`config.mk`:
```
export PLATFORM = sky130hd
export DESIGN_NAME = qc_circuit_sequencer
export DESIGN_NICKNAME = d
export VERILOG_FILES = /design/src/rtl/qc_seq_pkg.sv /design/src/rtl/qc_complex_mac.sv /design/src/rtl/qc_circuit_sequencer.sv
export SDC_FILE = /design/constraint.sdc
export NUM_CORES = 2
export LEC_CHECK = 0
export BUFFER_PORTS_ARGS = -buffer_cell sky130_fd_sc_hd__buf_2
export CAP_MARGIN = 10
export CORE_ASPECT_RATIO = 1.25
export CORE_MARGIN = 8
export CORE_UTILIZATION = 40
export CTS_CLUSTER_SIZE = 40
export DETAILED_ROUTE_END_ITERATION = 7
export GPL_TIMING_DRIVEN = 0
export PLACE_DENSITY = 0.53
export SLEW_MARGIN = 25
export SYNTH_ARGS = -nofsm -noshare
export SYNTH_HDL_FRONTEND = slang
export SYNTH_SLANG_ARGS = --single-unit
export TNS_END_PERCENT = 10
```
`constraint.sdc`:
```
create_clock -name clk -period 9.5 [get_ports clk]
set_input_delay 1.9 -clock clk [delete_from_list [all_inputs] [get_ports clk]]
set_output_delay 1.9 -clock clk [all_outputs]
set_load 0.02 [all_outputs]
```
`src/rtl/qc_seq_pkg.sv`:
```
// Shared types, header bytes and width-reduction helper for the circuit sequencer.
// QC_SEQ_SATURATE_EN selects saturating reduction; otherwise results wrap.
package qc_seq_pkg;

  typedef enum logic [2:0] {
    LOAD_STATE,
    HEADER,
    LOAD_GATE,
    COMPUTE,
    SEND
  } seq_state_t;

  localparam logic [7:0] HDR_END  = 8'h00;
  localparam logic [7:0] HDR_GATE = 8'h01;

  // Reduces v to a signed w-bit value, returned sign-extended to 64 bits.
  function automatic logic signed [63:0] sat_or_wrap(input logic signed [63:0] v, input int w);
`ifdef QC_SEQ_SATURATE_EN
    logic signed [63:0] hi;
    logic signed [63:0] lo;
    hi = (64'sd1 <<< (w - 1)) - 64'sd1;
    lo = -(64'sd1 <<< (w - 1));
    if (v > hi) return hi;
    if (v < lo) return lo;
    return v;
`else
    return (v <<< (64 - w)) >>> (64 - w);
`endif
  endfunction

endpackage

```
`src/rtl/qc_complex_mac.sv`:
```
// Serial complex multiply-accumulate: one G*S product per enabled cycle, result
// available combinationally so the last product of a row lands in the same cycle.
module qc_complex_mac
  import qc_seq_pkg::*;
#(
  parameter int DATA_W   = 16,
  parameter int N_QUBITS = 2,
  parameter int FRAC_W   = 14
) (
  input  logic              clk,
  input  logic              reset,
  input  logic              i_clear,
  input  logic              i_en,
  input  logic [DATA_W-1:0] i_a_re,
  input  logic [DATA_W-1:0] i_a_im,
  input  logic [DATA_W-1:0] i_b_re,
  input  logic [DATA_W-1:0] i_b_im,
  output logic [DATA_W-1:0] o_res_re,
  output logic [DATA_W-1:0] o_res_im
);

  localparam int PW = 2 * DATA_W;
  localparam int AW = 2 * DATA_W + N_QUBITS + 1;

  logic signed [PW-1:0] w_ac, w_bd, w_ad, w_bc;
  logic signed [AW-1:0] r_acc_re, r_acc_im;
  logic signed [AW-1:0] w_base_re, w_base_im, w_sum_re, w_sum_im, w_shr_re, w_shr_im;

  assign w_ac = $signed(i_a_re) * $signed(i_b_re);
  assign w_bd = $signed(i_a_im) * $signed(i_b_im);
  assign w_ad = $signed(i_a_re) * $signed(i_b_im);
  assign w_bc = $signed(i_a_im) * $signed(i_b_re);

  // Clear starts a new row without a separate zeroing cycle.
  assign w_base_re = i_clear ? '0 : r_acc_re;
  assign w_base_im = i_clear ? '0 : r_acc_im;
  assign w_sum_re  = w_base_re + AW'(w_ac) - AW'(w_bd);
  assign w_sum_im  = w_base_im + AW'(w_ad) + AW'(w_bc);
  assign w_shr_re  = w_sum_re >>> FRAC_W;
  assign w_shr_im  = w_sum_im >>> FRAC_W;

  assign o_res_re = DATA_W'(sat_or_wrap(64'(w_shr_re), DATA_W));
  assign o_res_im = DATA_W'(sat_or_wrap(64'(w_shr_im), DATA_W));

  always_ff @(posedge clk) begin
    if (reset) begin
      r_acc_re <= '0;
      r_acc_im <= '0;
    end else if (i_en) begin
      r_acc_re <= w_sum_re;
      r_acc_im <= w_sum_im;
    end
  end

endmodule

```
`src/rtl/qc_circuit_sequencer.sv`:
```
// Byte-stream state/gate loader, serial gate application and state streamer.
// Define QC_SEQ_SATURATE_EN for saturating result reduction (default: wrap).
//
// state      | meaning
// LOAD_STATE | receiving 2*BPC*DIM state bytes
// HEADER     | waiting for 01 (gate follows) or 00 (send state)
// LOAD_GATE  | receiving 2*BPC*DIM*DIM gate bytes, row-major
// COMPUTE    | DIM*DIM MAC cycles then one swap cycle
// SEND       | streaming current state back to host
module qc_circuit_sequencer
  import qc_seq_pkg::*;
#(
  parameter int N_QUBITS = 2,
  parameter int DATA_W   = 16,
  parameter int FRAC_W   = 14,
  parameter int GCNT_W   = 8
) (
  input  logic              clk,
  input  logic              reset,
  input  logic [7:0]        in_data,
  input  logic              in_valid,
  output logic              in_ready,
  output logic [7:0]        out_data,
  output logic              out_valid,
  input  logic              out_ready,
  output logic              busy,
  output logic [GCNT_W-1:0] gate_count,
  output logic              err_hdr
);

  localparam int DIM = 1 << N_QUBITS;
  localparam int BPC = DATA_W / 8;
  localparam int BW  = (BPC > 1) ? $clog2(BPC) : 1;
  localparam int IW  = 2 * N_QUBITS + 1;
  localparam int RW  = N_QUBITS + 1;

  seq_state_t r_state, w_next;

  logic [DATA_W-1:0] r_state_re [DIM];
  logic [DATA_W-1:0] r_state_im [DIM];
  logic [DATA_W-1:0] r_next_re  [DIM];
  logic [DATA_W-1:0] r_next_im  [DIM];
  logic [DATA_W-1:0] r_gate_re  [DIM*DIM];
  logic [DATA_W-1:0] r_gate_im  [DIM*DIM];

  logic [BW-1:0]       r_byte;
  logic                r_part;
  logic [IW-1:0]       r_idx;
  logic [RW-1:0]       r_row;
  logic [N_QUBITS-1:0] r_col;
  logic [DATA_W-1:0]   r_asm;
  logic [7:0]          r_out_data;
  logic [GCNT_W-1:0]   r_gate_count;
  logic                r_err_hdr;

  logic                w_in_fire, w_out_fire, w_last_byte, w_amp_done;
  logic                w_last_state, w_last_gate, w_swap, w_row_end;
  logic [BW-1:0]       w_nb;
  logic                w_np;
  logic [IW-1:0]       w_ni;
  logic [DATA_W+7:0]   w_cat;
  logic [DATA_W-1:0]   w_word, w_pick_word;
  logic [7:0]          w_pick_byte;
  logic [DATA_W-1:0]   w_mac_re, w_mac_im;

  assign w_in_fire    = in_valid & in_ready;
  assign w_out_fire   = out_valid & out_ready;
  assign w_last_byte  = (r_byte == BW'(BPC - 1));
  assign w_amp_done   = w_last_byte & r_part;
  assign w_last_state = w_amp_done && (r_idx == IW'(DIM - 1));
  assign w_last_gate  = w_amp_done && (r_idx == IW'(DIM * DIM - 1));
  assign w_swap       = (r_row == RW'(DIM));
  assign w_row_end    = (r_col == N_QUBITS'(DIM - 1));

  // Byte/component/index stepping shared by the loaders and the serialiser.
  assign w_nb = w_last_byte ? '0 : r_byte + BW'(1);
  assign w_np = w_last_byte ? ~r_part : r_part;
  assign w_ni = w_amp_done ? r_idx + IW'(1) : r_idx;

  // LSB-first assembly: each new byte enters at the top and shifts down.
  assign w_cat  = {in_data, r_asm};
  assign w_word = w_cat[DATA_W+7:8];

  assign w_pick_word = w_np ? r_state_im[w_ni[N_QUBITS-1:0]] : r_state_re[w_ni[N_QUBITS-1:0]];
  assign w_pick_byte = 8'(w_pick_word >> {w_nb, 3'b000});

  qc_complex_mac #(
    .DATA_W  (DATA_W),
    .N_QUBITS(N_QUBITS),
    .FRAC_W  (FRAC_W)
  ) u_mac (
    .clk     (clk),
    .reset   (reset),
    .i_clear (r_col == '0),
    .i_en    ((r_state == COMPUTE) && !w_swap),
    .i_a_re  (r_gate_re[{r_row[N_QUBITS-1:0], r_col}]),
    .i_a_im  (r_gate_im[{r_row[N_QUBITS-1:0], r_col}]),
    .i_b_re  (r_state_re[r_col]),
    .i_b_im  (r_state_im[r_col]),
    .o_res_re(w_mac_re),
    .o_res_im(w_mac_im)
  );

  always_ff @(posedge clk) begin
    if (reset) r_state <= LOAD_STATE;
    else       r_state <= w_next;
  end

  always_comb begin
    w_next = r_state;
    case (r_state)
      LOAD_STATE: if (w_in_fire && w_last_state) w_next = HEADER;
      HEADER: begin
        if (w_in_fire && in_data == HDR_GATE)     w_next = LOAD_GATE;
        else if (w_in_fire && in_data == HDR_END) w_next = SEND;
      end
      LOAD_GATE:  if (w_in_fire && w_last_gate) w_next = COMPUTE;
      COMPUTE:    if (w_swap) w_next = HEADER;
      SEND:       if (w_out_fire && w_last_state) w_next = LOAD_STATE;
      default:    w_next = LOAD_STATE;
    endcase
  end

  always_comb begin
    in_ready  = (r_state == LOAD_STATE) || (r_state == HEADER) || (r_state == LOAD_GATE);
    out_valid = (r_state == SEND);
    busy      = (r_state == COMPUTE) || (r_state == SEND);
  end

  always_ff @(posedge clk) begin
    if (reset) begin
      r_byte       <= '0;
      r_part       <= 1'b0;
      r_idx        <= '0;
      r_row        <= '0;
      r_col        <= '0;
      r_asm        <= '0;
      r_out_data   <= '0;
      r_gate_count <= '0;
      r_err_hdr    <= 1'b0;
    end else begin
      case (r_state)
        LOAD_STATE, LOAD_GATE: begin
          if (w_in_fire) begin
            r_asm  <= w_word;
            r_byte <= w_nb;
            r_part <= w_np;
            if ((r_state == LOAD_STATE) ? w_last_state : w_last_gate) r_idx <= '0;
            else                                                      r_idx <= w_ni;
          end
        end
        HEADER: begin
          if (w_in_fire) begin
            if (in_data == HDR_END)       r_out_data <= r_state_re[0][7:0];
            else if (in_data != HDR_GATE) r_err_hdr  <= 1'b1;
          end
        end
        COMPUTE: begin
          if (w_swap) begin
            r_row <= '0;
            if (r_gate_count != '1) r_gate_count <= r_gate_count + GCNT_W'(1);
          end else begin
            r_col <= r_col + N_QUBITS'(1);
            if (w_row_end) r_row <= r_row + RW'(1);
          end
        end
        SEND: begin
          if (w_out_fire) begin
            if (w_last_state) begin
              r_byte       <= '0;
              r_part       <= 1'b0;
              r_idx        <= '0;
              r_gate_count <= '0;
            end else begin
              r_byte     <= w_nb;
              r_part     <= w_np;
              r_idx      <= w_ni;
              r_out_data <= w_pick_byte;
            end
          end
        end
        default: ;
      endcase
    end
  end

  // Buffers are never cleared; reset only blocks writes in its own cycle.
  always_ff @(posedge clk) begin
    if (!reset) begin
      if (r_state == LOAD_STATE && w_in_fire && w_last_byte) begin
        if (r_part) r_state_im[r_idx[N_QUBITS-1:0]] <= w_word;
        else        r_state_re[r_idx[N_QUBITS-1:0]] <= w_word;
      end
      if (r_state == LOAD_GATE && w_in_fire && w_last_byte) begin
        if (r_part) r_gate_im[r_idx[2*N_QUBITS-1:0]] <= w_word;
        else        r_gate_re[r_idx[2*N_QUBITS-1:0]] <= w_word;
      end
      if (r_state == COMPUTE && !w_swap && w_row_end) begin
        r_next_re[r_row[N_QUBITS-1:0]] <= w_mac_re;
        r_next_im[r_row[N_QUBITS-1:0]] <= w_mac_im;
      end
      if (r_state == COMPUTE && w_swap) begin
        r_state_re <= r_next_re;
        r_state_im <= r_next_im;
      end
    end
  end

  assign out_data   = r_out_data;
  assign gate_count = r_gate_count;
  assign err_hdr    = r_err_hdr;

endmodule
```
# Word-level counts from Yosys, hierarchy flattened

Memory sizes are Yosys's and may differ from the RTL's.
Index checks and enable logic that the tools add are counted.

Memory bits (writable): 512
Register bits: 374
Memories: 2
Output and inout port bits: 20
Input port bits: 12

Shift-type cells: 1
Equal/unequal tests: 24
Reductions and logical operators: 41
Bitwise operators: 11
Mux-type cells: 73
Add/sub/neg operators: 9
Order comparisons: 6
Multiply operators: 4

Memory list:

| name      | words | width | read ports | clocked after Yosys merged registers in | write ports | line                       | text |
|---|---|---|---|---|---|---|---|
| r_gate_im | 16    | 16    | 1          | 0                                       | 1           | qc_circuit_sequencer.sv:44 | `logic [DATA_W-1:0] r_gate_im [DIM*DIM];` |
| r_gate_re | 16    | 16    | 1          | 0                                       | 1           | qc_circuit_sequencer.sv:43 | `logic [DATA_W-1:0] r_gate_re [DIM*DIM];` |

Operators with widths:

| kind                                           | number |
|---|---|
| 64-bit 2-to-1 mux                              | 6 |
| 64-bit bitwise mux                             | 4 |
| 16-bit 2-to-1 mux                              | 11 |
| 16-bit binary-select mux with 2-bit select     | 4 |
| 16-bit by 16-bit multiplier with 32-bit output | 4 |
| 35-bit by 32-bit adder with 35-bit output      | 3 |
| 35-bit 2-to-1 mux                              | 2 |
| 16-bit demux with 2-bit select                 | 2 |
| 8-bit 2-to-1 mux                               | 8 |
| 35-bit by 32-bit subtractor with 35-bit output | 1 |
| 8-bit case mux with 2 select lines             | 2 |
| 5-bit 2-to-1 mux                               | 5 |
| 3-bit 2-to-1 mux                               | 8 |
| 1-bit 2-to-1 mux                               | 17 |
| 1-bit logical AND                              | 16 |
| 2-bit != test, second input constant           | 8 |
| 16-bit by 4-bit right shift with 8-bit output  | 1 |
| 3-bit case mux with 5 select lines             | 1 |
| 5-bit AND reduction                            | 3 |
| 3-bit >= comparator, second input constant     | 4 |
| 2-bit NOT with 3-bit output                    | 4 |
| 2-bit nonzero test                             | 6 |
| 5-bit case mux with 2 select lines             | 1 |
| 3-bit AND reduction                            | 3 |
| other kinds (28)                               | 45 |

# Longest topological paths before layout

Depth after elaboration: 11
Depth in mapped cells: 38

# By module

Synthesis repeated with hierarchy kept, for this count alone.

Cells, all modules: 6445
Area, all modules: 77227.8 µm²

By module, submodules not included:

| module               | cells each | times used | area an instance (µm²) |
|---|---|---|---|
| qc_complex_mac       | 4698       | 1          | 43201.4 |
| qc_circuit_sequencer | 1747       | 1          | 34026.4 |

# Worst setup path after synthesis

No wires, ideal clock.

Path type: register to register
From: reg r_col[1]
To: reg r_next_im[12] (netlist bit), data pin
Clock period less this slack: 9210 ps
Cell stages (with the launch flop): 33
Buffers on the path: 7
Arrival time: 8938 ps
Required time: 9228 ps
Setup slack: 290 ps
Path through: dfxtp_1 -> buf_6 -> buf_6 -> buf_6 -> buf_4 -> buf_2 -> buf_2 -> buf_2 -> mux2i_1 -> nand2_1 -> o21ai_1 -> nor2_1 -> fa_1 -> fa_1 -> fa_1 -> inv_1 -> fa_1 -> inv_1 -> fa_1 -> fa_1 -> fa_1 -> inv_1 -> fa_1 -> inv_1 -> ha_1 -> and4_1 -> a21oi_1 -> o21ai_0 -> nand3_1 -> nand2_1 -> o311ai_0 -> nand2_1 -> xnor2_1

Word-level cells in the longest chain between the ends: 8

RTL lines:

| item                                                                              | line                        | text |
|---|---|---|
| start: declaration                                                                | qc_circuit_sequencer.sv:50  | `logic [N_QUBITS-1:0] r_col;` |
| start signal: assignment                                                          | qc_circuit_sequencer.sv:163 | `r_col <= r_col + N_QUBITS'(1);` |
| branches (longest 6 deep; another with 35-bit by 32-bit adder with 35-bit output) | n/a                         |  |
| 35-bit by 32-bit adder with 35-bit output *                                       | qc_complex_mac.sv:38        | `assign w_sum_im = w_base_im + AW'(w_ad) + AW'(w_bc);` |
| via u_mac.o_res_im[12]                                                            | qc_complex_mac.sv:19        | `output logic [DATA_W-1:0] o_res_im` |
| 64-bit bitwise mux *                                                              | qc_circuit_sequencer.sv:200 | `r_next_im[r_row[N_QUBITS-1:0]] <= w_mac_im;` |
| end signal: indexed assignment                                                    | qc_circuit_sequencer.sv:200 |  |
| end: declaration                                                                  | qc_circuit_sequencer.sv:42  | `logic [DATA_W-1:0] r_next_im [DIM];` |

Mark *: on every way through the listed nets, which the timed path passes. The select of a mux whose other input is x is not followed.
A chain may end at the register's enable or synchronous reset.

# Final worst setup path

From: reg r_col[1]
To: reg u_mac.r_acc_re[29]

Word-level cells in the longest chain between the ends: 7

RTL lines:

| item                                                                              | line                 | text |
|---|---|---|
| branches (longest 6 deep; another with 35-bit by 32-bit adder with 35-bit output) | n/a                  |  |
| 35-bit by 32-bit subtractor with 35-bit output *                                  | qc_complex_mac.sv:37 | `assign w_sum_re = w_base_re + AW'(w_ac) - AW'(w_bd);` |
| end signal: assignment                                                            | qc_complex_mac.sv:50 | `r_acc_re <= w_sum_re;` |
| end: declaration                                                                  | qc_complex_mac.sv:26 | `logic signed [AW-1:0] r_acc_re, r_acc_im;` |

Every way passes the cells marked *. The select of a mux whose other input is x is not followed.

==> results.md <==
- The clock slew at the register clock pins of the worst setup and hold paths is 0.06 ns.
- The number of port buffers is 31.
- The net count after synthesis is 8011.
- The via count of the first global-routing pass came to 55500.
- The run finished, with violations left.
- The vias per cell is 5.65.
- The buffer levels on the longest clock path is 3.
- The worst setup path is launched from a flip-flop.
- The synthesized design devotes to its leading area cell type a little over 30% of total area.
- The most used flip-flop cell after synthesis is edfxtp_1.
- The placement row count is 177.
- In this run the tightest slew margin relative to its limit is 24.5%.
- The total I/O pin count is 32.
- In this run the remaining antenna-violating nets after routing total 0.
- Data on the critical path is required at its endpoint by 10.05 ns.
- In this design, the critical path's most frequently occurring cell is fa_1.
- The initial antenna violation count came to 15.
- The detailed-route wire length is 309 mm.
- The relative area change from synthesis to final layout is 17.7%.
- The reported max-cap violation count is 0.
- The synthesized design contains 768 enable-type register cells.
- The floorplan step set the die height to 499 µm.
- The first-pass GRT wire length is 425 mm.
- TritonCTS built the clock tree.
- For this run the aggregate overflow at the end of global routing stands at 0.
- The number of endpoints with negative hold slack in the final report is 0.
- The type of destination of the critical path is a flip-flop.
- By count the netlist is led by inv_1 (1372), fa_1 (1163), edfxtp_1 (768), nand2_1 (768), nor2_1 (678).
- The class of the most critical setup path is reg -> reg.
- The number of design-rule violations left by the first detailed-router iteration is 5160.
- The worst hold path belongs to the class reg -> reg.
- For this run, the number of Yosys warnings is 0.
- The die area is 201000 µm².
- The buffer type at the clock tree root is clkbuf_16.
- The number of detailed-routing iterations run before antenna repair is 8.
- The largest individual stage delay along the critical path comes from the cell fa_2.
- The met3 usage is 7.13%.
- Dividing the detail-routed wire length by the instance count gives approximately 33 µm.
- The total number of nets in the final design is 8383.
- The largest net degree at the start of global routing is 34.
- The area of the multi-input gates is 45300 µm².
- The count of final max-slew check failures was 0.
- Setup repair after global routing could not meet its margin everywhere.
- The synthesized area per cell is around 11 µm².
- The final reports fail on setup timing.
- The cell taking the most area after synthesis is fa_1.
- The global routing's busiest layer is met2.
- Across the whole layout, storage elements account for ~25000 µm².
- For this run, the slowest stage of the critical path takes 0.63 ns.
- The final worst slack is -0.0165 ns.
- The post-layout utilization of the core is 47.3%.
- The total power draw is 22.1 mW.
- The post-placement setup slack is -3.27 ns.
- Dividing total power by cell area gives a power density of 251 nW/µm².
- Counting flops with an async set or reset pin after synthesis yields a share of 0%.
- TritonCTS created between 80 and 90 clock buffers.
- The maximum VDD drop is around 550 µV.
- The overall global routing resource usage is approximately 30%.
- The synthesized netlist occupies a cell area of between 70000 and 80000 µm².
- The reported leakage power is 37.2 nW.
- The met2 capacity usage during global routing is between 40 and 50%.
- The number of fillers in the final layout is 17000.
- The half-perimeter wire length after detailed placement is 241 mm.
- The final setup TNS is -0.0528 ns.
- The later pin in the worst-skew pair is clocked with a latency of roughly 0.73 ns.
- The routability-driven placement congestion ratio is 1.03.
- The number of setup violations in the final report is 5.
- For the final database, setup skew stands at 0.0606 ns.
- The total via count after detailed routing is between 50000 and 60000.
- The H-tree level count is 3.
- The portion of the post-synthesis area used by sequential elements is 33.6%.
- The time the worst path needs with I/O delays and setup is 9.52 ns.
- The fraction of final layout cells sized beyond drive strength 1 is 17.2%.
- The clock drives 868 sinks.
- Yosys attributes the largest share of cell area to fa_1 (31%), edfxtp_1 (31%), inv_1 (6.9%).
- The number of synthesized register bits is 868.
- The arrival time of the worst setup path is a little over 10 ns.
- Static timing analysis puts the maximum clock frequency at approximately 110 MHz.
- Global routing consumed, on the met1 layer, between 30% and 40% of the routing resources.
- For the pin with the worst max-slew slack, the measured transition is about 1.1 ns.
- Along the worst path, the maximum fanout reaches 10.
- The netlist uses 68 different library cells.
- The gate count after technology mapping is 6543.
- The core outline area is 186000 µm².
- The die boundary width is 402 µm.
- The share of the clock period used by the worst path is 100%.
- The detailed-route DRC error count is 0.
- The initial core utilization is 40.2%.
- The most common cell in the netlist is inv_1.
==> report_power, final <==
part           internal, mW  total [mW]  switching [mW]  leakage, nW
clock                  2.21        3.78            1.58         1.50
sequential             5.25        5.27          0.0232         7.80
combinational          4.55        13.0            8.46         27.9
==> per-stage QoR <==
stage                     hold slack (ns)  std cells  cell area [µm²]
after global placement              0.438       8990            77800
after CTS                           0.452       9305            85900
final                               0.450       9422            87900
after detailed placement            0.443       9065            79900
after global routing                0.465       9404            87900
after floorplan                     0.427       6543            74700
==> cell type report <==
type / count / share of cell area (%)
timing repair buffer: 292 / 3.83
tap: 2416 / 3.44
clock buffer: 106 / 2.62
sequential: 868 / 28.5
multi-input combinational: 3988 / 51.5
buffer: 300 / 3.22
inverter: 1376 / 5.89
antenna: 18 / 0.0512
clock inverter: 58 / 0.924
==> worst max-delay path: cells and delay by family (launching register included) <==
family,cells,cell delay [ns]
fa+ha+maj,9,4.37
buf+inv,11,1.82
compound gates,6,1.52
simple gates,2,0.49
flops,1,0.40
mux,1,0.37
xor+xnor,1,0.29
==> cell usage in the layout, fill, tap and decap left out, types with 30 or more instances in the layout <==
cell type and n:
ha_1 275, a21oi_1 81, buf_8 42, clkbuf_2 36, edfxtp_1 768, nor2b_1 68
a22o_1 128, nand2_1 737, clkbuf_4 30, mux2i_1 40, nor2_4 34, xnor2_1 70
buf_4 170, nor2_1 633, buf_6 54, dfxtp_1 90, clkbuf_1 73, o21a_4 35
buf_2 55, o21ai_4 44, nand3_1 33, inv_1 1360, fa_1 1143, mux4_2 178
clkbuf_16 101, buf_12 72
==> state kept, by name (all words and copies together), names as in the netlist, 5 cells and up <==
name            count
r_state_im         64
r_gate_im         256
u_mac.r_acc_re     30
gate_count          8
r_next_re          64
r_next_im          64
r_idx               5
r_gate_re         256
out_data            8
r_state_re         64
u_mac.r_acc_im     30
r_asm               8
==> logic make-up (layout without fill, tap and decap cells) <==
family / count (synthesis) / after routing / share of synthesized area [%]
AOI/OAI and AO/OA: 466 / 466 / 4.35
xor gates and xnor gates: 116 / 116 / 1.47
adders and majority gates: 1456 / 1456 / 36.1
buffers and inverters: 1687 / 2132 / 8.70
DFF: 868 / 868 / 33.6
muxes: 264 / 264 / 6.59
other: 0 / 18 / 0
and+or+nand+nor: 1686 / 1686 / 9.22
==> worst paths after layout <==
kind,startpoint,endpoint,slack (ns),cells after the start
setup / recovery,r_col[1]$_SDFFE_PP0P_,u_mac.r_acc_re[29]$_SDFFE_PP0P_,-0.02,30
setup reg to reg,r_col[1]$_SDFFE_PP0P_,u_mac.r_acc_re[29]$_SDFFE_PP0P_,-0.02,30
hold reg to reg,u_mac.r_acc_re[2]$_SDFFE_PP0P_,u_mac.r_acc_re[2]$_SDFFE_PP0P_,0.45,2
hold / removal,u_mac.r_acc_re[2]$_SDFFE_PP0P_,u_mac.r_acc_re[2]$_SDFFE_PP0P_,0.45,2
==> repair_timing <==
action	4_1_cts	5_1_grt
hold buffers	0	0
pin swaps	44	60
cloned	1	6
gates resized for setup	600	273
setup buffers	79	100
endpoints found under the setup margin	175	139
==> per-layer routing <==
| metal | wire (µm) | up-vias | share of wire, % |
|---|---|---|---|
| met5 | 0 | - | 0 |
| met4 | 32300 | 0 | 10 |
| met3 | 26800 | 967 | 8.7 |
| met2 | 145000 | 2831 | 47 |
| met1 | 105000 | 28000 | 34 |
| li1 | - | 21400 | - |
Power figures use the tool's default switching activity.
